[src/rtl/mem_port_arbiter_if.sv]
// Bus bundle between the IF/MEM pipeline stages, the arbiter and the unified memory.
// slave is the arbiter's view; master is the pipeline/memory side.
interface mem_port_arbiter_if #(
   parameter int ADDR_W = 32,
   parameter int DATA_W = 32
);
   logic              if_req;
   logic [ADDR_W-1:0] if_addr;
   logic [DATA_W-1:0] if_rdata;
   logic              if_done;
   logic              dm_req;
   logic              dm_we;
   logic [ADDR_W-1:0] dm_addr;
   logic [DATA_W-1:0] dm_wdata;
   logic [DATA_W-1:0] dm_rdata;
   logic              dm_done;
   logic              err;
   logic              stall_if;
   logic              stall_mem;
   logic              mem_en;
   logic              mem_we;
   logic [ADDR_W-1:0] mem_addr;
   logic [DATA_W-1:0] mem_wdata;
   logic [DATA_W-1:0] mem_rdata;
   logic              mem_ready;

   modport slave (
      input  if_req, if_addr, dm_req, dm_we, dm_addr, dm_wdata, mem_rdata, mem_ready,
      output if_rdata, if_done, dm_rdata, dm_done, err, stall_if, stall_mem,
             mem_en, mem_we, mem_addr, mem_wdata
   );

   modport master (
      output if_req, if_addr, dm_req, dm_we, dm_addr, dm_wdata, mem_rdata, mem_ready,
      input  if_rdata, if_done, dm_rdata, dm_done, err, stall_if, stall_mem,
             mem_en, mem_we, mem_addr, mem_wdata
   );
endinterface

[src/rtl/mem_port_arbiter.sv]
// Single-port memory arbiter between instruction fetch and load/store, with data
// priority, a fetch starvation guard and an access timeout.
module mem_port_arbiter #(
   parameter int ADDR_W     = 32,
   parameter int DATA_W     = 32,
   parameter int STARVE_MAX = 4,
   parameter int TIMEOUT    = 16
) (
   input  logic               clk,
   input  logic               reset,
   mem_port_arbiter_if.slave  bus
);
   localparam int TW = $clog2(TIMEOUT + 1);

   typedef enum logic [1:0] {IDLE, ISSUE, DONE} state_t;

   state_t            state_q, state_d;
   logic              owner_q, owner_d;     // 1 = data access owns the port
   logic [3:0]        starve_q, starve_d;
   logic [TW-1:0]     tmo_q, tmo_d;
   logic              mem_en_q, mem_en_d;
   logic              mem_we_q, mem_we_d;
   logic [ADDR_W-1:0] mem_addr_q, mem_addr_d;
   logic [DATA_W-1:0] mem_wdata_q, mem_wdata_d;
   logic [DATA_W-1:0] if_rdata_q, if_rdata_d;
   logic [DATA_W-1:0] dm_rdata_q, dm_rdata_d;
   logic              if_done_q, if_done_d;
   logic              dm_done_q, dm_done_d;
   logic              err_q, err_d;
   logic              grant_dm;

   always_ff @(posedge clk or posedge reset) begin
      if (reset) begin
         state_q     <= IDLE;
         owner_q     <= 1'b0;
         starve_q    <= '0;
         tmo_q       <= '0;
         mem_en_q    <= 1'b0;
         mem_we_q    <= 1'b0;
         mem_addr_q  <= '0;
         mem_wdata_q <= '0;
         if_rdata_q  <= '0;
         dm_rdata_q  <= '0;
         if_done_q   <= 1'b0;
         dm_done_q   <= 1'b0;
         err_q       <= 1'b0;
      end else begin
         state_q     <= state_d;
         owner_q     <= owner_d;
         starve_q    <= starve_d;
         tmo_q       <= tmo_d;
         mem_en_q    <= mem_en_d;
         mem_we_q    <= mem_we_d;
         mem_addr_q  <= mem_addr_d;
         mem_wdata_q <= mem_wdata_d;
         if_rdata_q  <= if_rdata_d;
         dm_rdata_q  <= dm_rdata_d;
         if_done_q   <= if_done_d;
         dm_done_q   <= dm_done_d;
         err_q       <= err_d;
      end
   end

   always_comb begin
      state_d     = state_q;
      owner_d     = owner_q;
      starve_d    = starve_q;
      tmo_d       = tmo_q;
      mem_en_d    = mem_en_q;
      mem_we_d    = mem_we_q;
      mem_addr_d  = mem_addr_q;
      mem_wdata_d = mem_wdata_q;
      if_rdata_d  = if_rdata_q;
      dm_rdata_d  = dm_rdata_q;
      if_done_d   = 1'b0;
      dm_done_d   = 1'b0;
      err_d       = 1'b0;
      // Fetch only wins a contested cycle once it has been passed over STARVE_MAX times.
      grant_dm    = bus.dm_req & ~(bus.if_req & (starve_q == 4'(STARVE_MAX)));

      unique case (state_q)
         IDLE: begin
            if (bus.if_req || bus.dm_req) begin
               state_d     = ISSUE;
               owner_d     = grant_dm;
               tmo_d       = '0;
               mem_en_d    = 1'b1;
               mem_we_d    = grant_dm & bus.dm_we;
               mem_addr_d  = grant_dm ? bus.dm_addr  : bus.if_addr;
               mem_wdata_d = grant_dm ? bus.dm_wdata : '0;
               if (!grant_dm)
                  starve_d = '0;
               else if (bus.if_req && starve_q != 4'(STARVE_MAX))
                  starve_d = starve_q + 4'd1;
            end
         end
         ISSUE: begin
            tmo_d = tmo_q + TW'(1);
            if (bus.mem_ready) begin
               state_d  = DONE;
               mem_en_d = 1'b0;
               if (owner_q) begin
                  dm_done_d = 1'b1;
                  if (!mem_we_q) dm_rdata_d = bus.mem_rdata;
               end else begin
                  if_done_d  = 1'b1;
                  if_rdata_d = bus.mem_rdata;
               end
            end else if (tmo_q == TW'(TIMEOUT - 1)) begin
               state_d  = DONE;
               mem_en_d = 1'b0;
               err_d    = 1'b1;
               if (owner_q) begin
                  dm_done_d  = 1'b1;
                  dm_rdata_d = '0;
               end else begin
                  if_done_d  = 1'b1;
                  if_rdata_d = '0;
               end
            end
         end
         DONE:    state_d = IDLE;
         default: state_d = IDLE;
      endcase
   end

   assign bus.mem_en    = mem_en_q;
   assign bus.mem_we    = mem_we_q;
   assign bus.mem_addr  = mem_addr_q;
   assign bus.mem_wdata = mem_wdata_q;
   assign bus.if_rdata  = if_rdata_q;
   assign bus.dm_rdata  = dm_rdata_q;
   assign bus.if_done   = if_done_q;
   assign bus.dm_done   = dm_done_q;
   assign bus.err       = err_q;
   // Stalls use registered done only, keeping mem_ready out of the hazard path.
   assign bus.stall_if  = bus.if_req & ~if_done_q;
   assign bus.stall_mem = bus.dm_req & ~dm_done_q;
endmodule

[src/flat_wrapper.sv]
// flat-port wrapper written by rule: the top's interface ports become plain ports
module mem_port_arbiter_flat 
#(
   parameter int ADDR_W     = 32,
   parameter int DATA_W     = 32,
   parameter int STARVE_MAX = 4,
   parameter int TIMEOUT    = 16
)
  (clk, reset, bus_if_req, bus_if_addr, bus_dm_req, bus_dm_we, bus_dm_addr, bus_dm_wdata, bus_mem_rdata, bus_mem_ready, bus_if_rdata, bus_if_done, bus_dm_rdata, bus_dm_done, bus_err, bus_stall_if, bus_stall_mem, bus_mem_en, bus_mem_we, bus_mem_addr, bus_mem_wdata);
  mem_port_arbiter_if #(.ADDR_W(ADDR_W), .DATA_W(DATA_W)) bus_i ();
  input  logic clk;
  input  logic reset;
  input wire logic [$bits(bus_i.if_req)-1:0] bus_if_req;
  input wire logic [$bits(bus_i.if_addr)-1:0] bus_if_addr;
  input wire logic [$bits(bus_i.dm_req)-1:0] bus_dm_req;
  input wire logic [$bits(bus_i.dm_we)-1:0] bus_dm_we;
  input wire logic [$bits(bus_i.dm_addr)-1:0] bus_dm_addr;
  input wire logic [$bits(bus_i.dm_wdata)-1:0] bus_dm_wdata;
  input wire logic [$bits(bus_i.mem_rdata)-1:0] bus_mem_rdata;
  input wire logic [$bits(bus_i.mem_ready)-1:0] bus_mem_ready;
  output wire logic [$bits(bus_i.if_rdata)-1:0] bus_if_rdata;
  output wire logic [$bits(bus_i.if_done)-1:0] bus_if_done;
  output wire logic [$bits(bus_i.dm_rdata)-1:0] bus_dm_rdata;
  output wire logic [$bits(bus_i.dm_done)-1:0] bus_dm_done;
  output wire logic [$bits(bus_i.err)-1:0] bus_err;
  output wire logic [$bits(bus_i.stall_if)-1:0] bus_stall_if;
  output wire logic [$bits(bus_i.stall_mem)-1:0] bus_stall_mem;
  output wire logic [$bits(bus_i.mem_en)-1:0] bus_mem_en;
  output wire logic [$bits(bus_i.mem_we)-1:0] bus_mem_we;
  output wire logic [$bits(bus_i.mem_addr)-1:0] bus_mem_addr;
  output wire logic [$bits(bus_i.mem_wdata)-1:0] bus_mem_wdata;
  assign bus_i.if_req = bus_if_req;
  assign bus_i.if_addr = bus_if_addr;
  assign bus_i.dm_req = bus_dm_req;
  assign bus_i.dm_we = bus_dm_we;
  assign bus_i.dm_addr = bus_dm_addr;
  assign bus_i.dm_wdata = bus_dm_wdata;
  assign bus_i.mem_rdata = bus_mem_rdata;
  assign bus_i.mem_ready = bus_mem_ready;
  assign bus_if_rdata = bus_i.if_rdata;
  assign bus_if_done = bus_i.if_done;
  assign bus_dm_rdata = bus_i.dm_rdata;
  assign bus_dm_done = bus_i.dm_done;
  assign bus_err = bus_i.err;
  assign bus_stall_if = bus_i.stall_if;
  assign bus_stall_mem = bus_i.stall_mem;
  assign bus_mem_en = bus_i.mem_en;
  assign bus_mem_we = bus_i.mem_we;
  assign bus_mem_addr = bus_i.mem_addr;
  assign bus_mem_wdata = bus_i.mem_wdata;
  mem_port_arbiter #(.ADDR_W(ADDR_W), .DATA_W(DATA_W), .STARVE_MAX(STARVE_MAX), .TIMEOUT(TIMEOUT)) u_core (.clk(clk), .reset(reset), .bus(bus_i));
endmodule
[config.mk]
export PLATFORM = sky130hd
export DESIGN_NAME = mem_port_arbiter_flat
export DESIGN_NICKNAME = d
export VERILOG_FILES = /design/src/rtl/mem_port_arbiter_if.sv /design/src/rtl/mem_port_arbiter.sv /design/src/flat_wrapper.sv
export SDC_FILE = /design/constraint.sdc
export NUM_CORES = 1
export LEC_CHECK = 0
export ABC_AREA = 1
export ABC_CLOCK_PERIOD_IN_PS = 4150
export BUFFER_PORTS_ARGS = -buffer_cell sky130_fd_sc_hd__buf_2
export CAP_MARGIN = 10
export CORE_MARGIN = 2
export CORE_UTILIZATION = 44
export DETAILED_ROUTE_END_ITERATION = 8
export PLACE_DENSITY = 0.79
export SLEW_MARGIN = 20
export SYNTH_ARGS = -nofsm -noshare
export SYNTH_HDL_FRONTEND = slang
export SYNTH_SLANG_ARGS = --single-unit
[constraint.sdc]
create_clock -name clk -period 4.15 [get_ports clk]
set_input_delay 0.6225 -clock clk [delete_from_list [all_inputs] [get_ports clk]]
set_output_delay 0.6225 -clock clk [all_outputs]
set_load 0.05 [all_outputs]
# Yosys cells after proc, flatten, opt, wreduce, memory -nomap -nowiden
# Index checks and enable logic that the tools add are counted.
# word_totals
regBits	145
in_bits	134
output_inout_bits	135
elab_cells	78
# classes
n_addsub	2
eq_ne	8
n_mux	34
bitwise	9
n_reduce_logical	12
# ops
operator	count
2-to-1 mux 32 bit	11
2-to-1 mux 1 bit	14
case mux 5 bit (2 select lines)	1
AND reduction 3 bit	3
2-to-1 mux 4 bit	2
2-to-1 mux 2 bit	3
AND reduction 2 bit	3
adder 5 x 1 -> 5 bit (second input constant)	1
AND 1 bit	5
equality test 5 x 4 -> 1 bit (second input constant)	1
2-to-1 mux 5 bit	1
adder 4 x 1 -> 4 bit (second input constant)	1
equality test 4 x 3 -> 1 bit (second input constant)	1
!= test 2 bit (second input constant)	2
!= test 4 x 3 -> 1 bit (second input constant)	1
inverter 1 bit	4
case mux 2 bit (2 select lines)	1
AND reduction 4 bit	1
nonzero test 2 bit	2
!= test 3 x 2 -> 1 bit (second input constant)	1
equality test 2 x 1 -> 1 bit (second input constant)	1
logical NOT 2 bit	1
!= test 2 x 1 -> 1 bit (second input constant)	1
case mux 1 bit (2 select lines)	1
other kinds (2)	2

# Longest topological paths before layout
# Gate-level depths: netlist of run 1.
# logic_depth
depth_word	6
ltp_mapped	11
ltp_nobuf	9

# Worst setup path after synthesis of run 1
# Ideal clock, no wire load.
# synth_timing
path_kind	input-to-output
start	in bus_dm_req
end	out bus_stall_mem
t_arrival_ns	1.716
slack_ns	1.811
path_stages	4
n_path_buf	2
path_cell_list	buf_6 -> clkbuf_1 -> inv_1 -> nor2_1
# synth_via
elab_chain_len	1
# synth_lines
item	line	rtl
start, declared	flat_wrapper.sv:15	input wire logic [$bits(bus_i.dm_req)-1:0] bus_dm_req;
AND 1 bit	mem_port_arbiter.sv:138	assign bus.stall_mem = bus.dm_req & ~dm_done_q;
end, declared	flat_wrapper.sv:27	output wire logic [$bits(bus_i.stall_mem)-1:0] bus_stall_mem;
# Every way passes these cells.

# Worst setup path after layout of run 1
# layout_timing
start	reg u_core.starve_q[0]
end	reg u_core.mem_wdata_q[26], in the netlist u_core.bus.mem_wdata[26]
# layout_via
elab_chain_len	5
# layout_lines
item	line	rtl
start, declared	mem_port_arbiter.sv:19	logic [3:0] starve_q, starve_d;
start signal, assigned	mem_port_arbiter.sv:50	starve_q <= starve_d;
equality test 4 x 3 -> 1 bit	mem_port_arbiter.sv:79	grant_dm = bus.dm_req & ~(bus.if_req & (starve_q == 4'(STARVE_MAX)));
AND 1 bit	mem_port_arbiter.sv:79	
inverter 1 bit	mem_port_arbiter.sv:79	
AND 1 bit	mem_port_arbiter.sv:79	
2-to-1 mux 32 bit	mem_port_arbiter.sv:90	mem_wdata_d = grant_dm ? bus.dm_wdata : '0;
end signal, assigned	mem_port_arbiter.sv:55	mem_wdata_q <= mem_wdata_d;
end, declared	mem_port_arbiter.sv:24	logic [DATA_W-1:0] mem_wdata_q, mem_wdata_d;
# Every way passes these cells.
# A chain may end at the register's enable or synchronous reset.

==> impl_metrics.ini, run 1 <==
[run_status]
outcome = finished, final reports clean

[detailed_routing]
final_antenna_net_count = 0
drt_iter0_drc = 358
avgViaCountPerCell = 4.75
num_vias = 5697
wire_per_inst_microns = 12.9
drc = 0
drt_wl_total_microns = 15400
dr.pass1.iters = 5

[layout]
fillCellCount = 1266
seqCellArea_sq_um = 3630
diodes = 0
multi_input_area_sq_um = 2240
mostFrequentLayoutCell = nand2_1
drive_gt1_share_pct = 33.8
area_delta_synth_final_pct = 30.3
fin_nets = 1141
layout_common_cells = nand2_1 (310), buf_2 (268), dfrtp_1 (145)

[die]
core_sq_um = 14400
rows = 44
dieHeight_microns = 125
die_area_sq_um = 15700
die_x_microns = 125
io-pin-count = 269
start_util_pct = 44.8

[timing]
finalMaxSlewViolations = 0
fmax_mhz = 430
slew_headroom_pct = 45.4
setup_violations = 0
final-hold-violation-count = 0
finClkSkew_ns = 0.0138
finalCritPeriodShare_pct = 56.0
min_period_ns = 2.33
setup_tns_ns = 0
rsz0062_at_grt = false
worst_slew_pin_slew_ns = 0.819
timing.final.ws_setup_ns = 1.82

[synthesis]
synth_area_sq_um = 6460
syn_avg_cell_area_sq_um = 8.60
synth_area_leader_cell = dfrtp_1
synth_top_area_share_pct = 56.1
synth-seq-area-share_pct = 56.1
synth_cells = 752
synth_cell_types = 24
ys_seq_elements = 145
yosysWarnings = 0
syn_nets = 891
synth.area.top_cells = dfrtp_1 (56%), nand2_1 (18%), nand3_1 (5.4%)

[clocking]
tritoncts = yes
numCtsBuffers = 17
clk_pin_slew_ns = 0.06
cts-htree-levels = 4
post_cts_buffers = 0
clockBufferDepth = 2
clockRootBuffer = clkbuf_16
clkLatencyLatePin_ns = 0.41
post_cts_resized = 0
cts_sinks = 145
cts-hold-fix-buffers = 0

[worst_setup_path]
cp-end-kind = flip-flop
path_max_fanout = 37
arrival_ns = 2.67
r2r_cells = 9
required_ns = 4.50
critPathKind = flip-flop to flip-flop
start_kind = flip-flop

[pwr]
p_switching_uw = 4280
ir_worst_vdd_mv = 0.504
p_comb_share_pct = 51.2
leakage_uw = 0.00495
pwr-share-seq_pct = 29.5
p_int_uw = 4040
cellPowerDensity_nw_per_um2 = 987
clockPowerShare_pct = 19.3
switching_share_pct = 51.4

[global_routing]
antenna_found_initial = 0
grt_max_degree = 96
grt_pass1_wl_microns = 26000
gr-usage-all-layers_pct = 20.5
grt_overflow = 0
grt_pass1_vias = 5491

[placement]
io_buffer_count = 268
routabilityCongestion = 0.828
place_ws_ns = 1.63
dp_hpwl_microns = 10800

[run]
maxCapViolCount = 0

[min_path]
min_path_type = primary input to async pin
-- worst paths after layout --
check,start,to,slack [ns]
min in group clk,bus_dm_wdata[10],u_core.bus.mem_wdata[10]$_DFFE_PP0P_,0.40
worst min register to register,u_core.bus.mem_addr[15]$_DFFE_PP0P_,u_core.bus.mem_addr[15]$_DFFE_PP0P_,0.47
worst max-delay path,u_core.starve_q[0]$_DFFE_PP0P_,u_core.bus.mem_wdata[26]$_DFFE_PP0P_,1.82
max in group asynchronous,reset,u_core.bus.mem_wdata[11]$_DFFE_PP0P_,3.29
worst max register to register,u_core.starve_q[0]$_DFFE_PP0P_,u_core.bus.mem_wdata[26]$_DFFE_PP0P_,1.82
worst min-delay path,reset,u_core.bus.mem_addr[26]$_DFFE_PP0P_,0.09
-- final cells by class --
type | instances | area share, %
inverter | 81 | 3.71
sequential | 145 | 43.1
clock inverter | 10 | 1.86
clock buffer | 22 | 5.63
timing repair buffer | 272 | 16.4
multi-input combinational | 485 | 26.6
tap | 184 | 2.73
-- cell families (layout without fill, tap and decap cells) --
family | Yosys count | in the layout | share of synthesized area, %
adder cells (fa/ha/maj) | 5 | 5 | 0.968
AND/OR/NAND/NOR | 403 | 403 | 25.7
flip-flops | 145 | 145 | 56.1
AO/OA/AOI/OAI | 77 | 77 | 7.76
buffers and inverters | 122 | 385 | 9.47
-- through the flow --
stage	std cells	power [uW]	cell area, sq um	hold slack (ns)	utilization (%)
after CTS	1199	8390	8420	0.0681	58.4
final	1199	8320	8420	0.0940	58.4
after detailed placement	1167	6740	7790	0.459	54.0
after floorplan	752	5800	6470	0.475	-
after global placement	1167	6680	7790	0.458	54.0
after global routing	1199	8780	8420	0.0720	58.4
-- power groups by stage --
stage               clock (uW)  sequential (uW)  combinational (uW)
finish                    1600             2450                4260
global route              1700             2530                4550
CTS                       1640             2450                4300
detailed placement           0             2450                4300
global placement             0             2450                4220
floorplan                    0             4630                1170
-- flip-flops by register name (all words and copies together) (netlist names), 2 cells and up --
signal,cells
u_core.tmo_q,5
u_core.bus.mem_wdata,32
u_core.bus.dm_rdata,32
u_core.bus.if_rdata,32
u_core.state_q,2
u_core.bus.mem_addr,32
u_core.starve_q,4
-- cells in the mapped netlist, drive strengths merged --
cell type	number
nand2	314
dfrtp	145
inv	81
nand3	70
o21ai	70
buf	32
nor2	17
clkbuf	9
ha	5
a21oi	3
o22ai	2
nand4	1
nor3	1
o21a	1
o31ai	1
-- per-layer routing --
metal	vias up	track usage [%]	share of wire (%)
met4	0	9.08	2.7
met5	-	0	0
met1	2573	27.5	43
met3	41	5.05	7.3
met2	257	31.7	47
li1	2826	-	-
-- critical path, stage by stage (launching register included) --
cell     delay (ns)
dfrtp_1        0.39
inv_1          0.07
ha_1           0.20
nand2_1        0.05
inv_1          0.06
nand2_4        0.28
nand2_4        0.32
nor2_4         0.67
nand2_1        0.10
nand2_1        0.10
Power figures use the tool's default switching activity.
==> run 2: changes to the inputs <==
ABC_CLOCK_PERIOD_IN_PS = 2100   (was 4150)
clock period = 2.1 ns   (was 4.15 ns; I/O delays follow)
==> impl_metrics.ini, run 2 (synthesis results as in run 1) <==
[pwr]
cellPowerDensity_nw_per_um2 = 1920
ir_worst_vdd_mv = 0.857
leakage_uw = 0.00496

[layout]
final_util_pct = 58.5
diodes = 0
mostFrequentLayoutCell = nand2_1
drive_gt1_share_pct = 34.4
layout_common_cells = nand2_1 (310), buf_2 (268), dfrtp_1 (145)
fin_nets = 1148
fillCellCount = 1325
area_delta_synth_final_pct = 30.6

[global_routing]
grt_max_degree = 95
grt_pass1_wl_microns = 26400
grt_pass1_vias = 5460
gr-usage-all-layers_pct = 20.8
grt_overflow = 0
antenna_found_initial = 0

[clocking]
tritoncts = yes
numCtsBuffers = 17
cts-hold-fix-buffers = 0
clockBufferDepth = 2
cts_sinks = 145
clk_pin_slew_ns = 0.06
clkLatencyLatePin_ns = 0.41
post_cts_resized = 0
clockRootBuffer = clkbuf_16
cts-htree-levels = 4
post_cts_buffers = 0

[timing]
finalMaxSlewViolations = 0
setup_violations = 0
finalCritPeriodShare_pct = 89.2
rsz0062_at_grt = false
final-hold-violation-count = 0
fmax_mhz = 534
finClkSkew_ns = 0.00651
min_period_ns = 1.87
whs_ns = 0.0247
worst_slew_pin_slew_ns = 0.732
slew_headroom_pct = 51.1

[worst_setup_path]
ff2ff_setup_slack_ns = 0.23
start_kind = flip-flop
path_max_fanout = 64
startpoint = u_core.tmo_q[0]$_DFFE_PP0P_
arrival_ns = 2.21
cp_cell_sequence = ha_1, nand2_1, nor2_1, ha_1, nor2_4, a21oi_2, nand2_4, buf_12, nand2_1, o21ai_2
r2r_cells = 10
r2r-end = u_core.bus.dm_rdata[27]$_DFFE_PP0P_
endpoint = u_core.bus.dm_rdata[27]$_DFFE_PP0P_
cp-end-kind = flip-flop
critPathKind = flip-flop to flip-flop
required_ns = 2.44
timing.rr.start = u_core.tmo_q[0]$_DFFE_PP0P_
slowest_stage = dfrtp_1
cpPeakStageDelay_ns = 0.42

[placement]
io_buffer_count = 268
routabilityCongestion = 0.792
dp_hpwl_microns = 11100

[min_path]
min_path_type = primary input to async pin

[detailed_routing]
num_vias = 5682
drc = 0
drt_wl_total_microns = 15700
drt_iter0_drc = 309
avgViaCountPerCell = 4.71
final_antenna_net_count = 0
wire_per_inst_microns = 13.0
dr.pass1.iters = 4

[die]
io-pin-count = 269
start_util_pct = 44.8
die_x_microns = 125
die_area_sq_um = 15700
core_sq_um = 14400
rows = 44
dieHeight_microns = 125

[run_status]
outcome = finished, final reports clean

[run]
maxCapViolCount = 0
run 2: report_power, final:
part | total (uW) | switching, uW | internal (uW)
logic | 8450 | 6610 | 1840
registers | 4870 | 761 | 4110
clock network | 2920 | 1250 | 1670
run 2: area by class of cell:
| class | instances | area [sq um] | area share [%] |
|---|---|---|---|
| Sequential cell | 145 | 3630 | 43.0 |
| Multi-Input combinational cell | 485 | 2230 | 26.4 |
| Timing Repair Buffer | 279 | 1460 | 17.3 |
| Clock buffer | 17 | 425 | 5.04 |
| Inverter | 81 | 313 | 3.70 |
| Tap cell | 184 | 230 | 2.73 |
| Clock inverter | 15 | 153 | 1.81 |
run 2: worst min path at each step:
stage                                      endpoint  depth (start not counted)                            startpoint  slack [ns]
2_1_floorplan   u_core.bus.mem_wdata[0]$_DFFE_PP0P_                          2                       bus_dm_wdata[0]        0.42
3_3_place_gp   u_core.bus.mem_wdata[26]$_DFFE_PP0P_                          2  u_core.bus.mem_wdata[26]$_DFFE_PP0P_        0.46
3_5_place_dp   u_core.bus.mem_wdata[20]$_DFFE_PP0P_                          2  u_core.bus.mem_wdata[20]$_DFFE_PP0P_        0.46
4_1_cts         u_core.bus.dm_rdata[10]$_DFFE_PP0P_                          3                                 reset        0.06
5_1_grt         u_core.bus.if_rdata[10]$_DFFE_PP0P_                          3                                 reset        0.08
6_report        u_core.bus.if_rdata[10]$_DFFE_PP0P_                          3                                 reset        0.02
run 2: through the flow:
step	setup WS (ns)	TNS, ns	power (uW)	cells	area [sq um]
3_5_place_dp	0.256	0	13400	1174	7870
6_report	0.227	0	16200	1206	8440
3_3_place_gp	0.347	0	13300	1174	7870
4_1_cts	0.215	0	16400	1206	8440
5_1_grt	0.110	0	17200	1206	8440
2_1_floorplan	-0.0340	-4.93	11500	752	6470
run 2: per-layer routing:
layer / vias up / global-route usage, % / share of wire, % / routed length, microns
li1: 2837 / - / - / -
met1: 2581 / 26.9 / 43 / 6770
met2: 228 / 33.2 / 47 / 7360
met3: 36 / 5.52 / 7.0 / 1100
met4: 0 / 8.63 / 2.9 / 462
met5: - / 0 / 0 / 0
run 2: worst max-delay path, delay by kind of cell (launching register included):
| family | cells | cell delay [ns] |
|---|---|---|
| AOI/OAI and AO/OA | 2 | 0.14 |
| adders and majority gates | 2 | 0.46 |
| buffers and inverters | 1 | 0.28 |
| DFF | 1 | 0.42 |
| and+or+nand+nor | 5 | 0.47 |
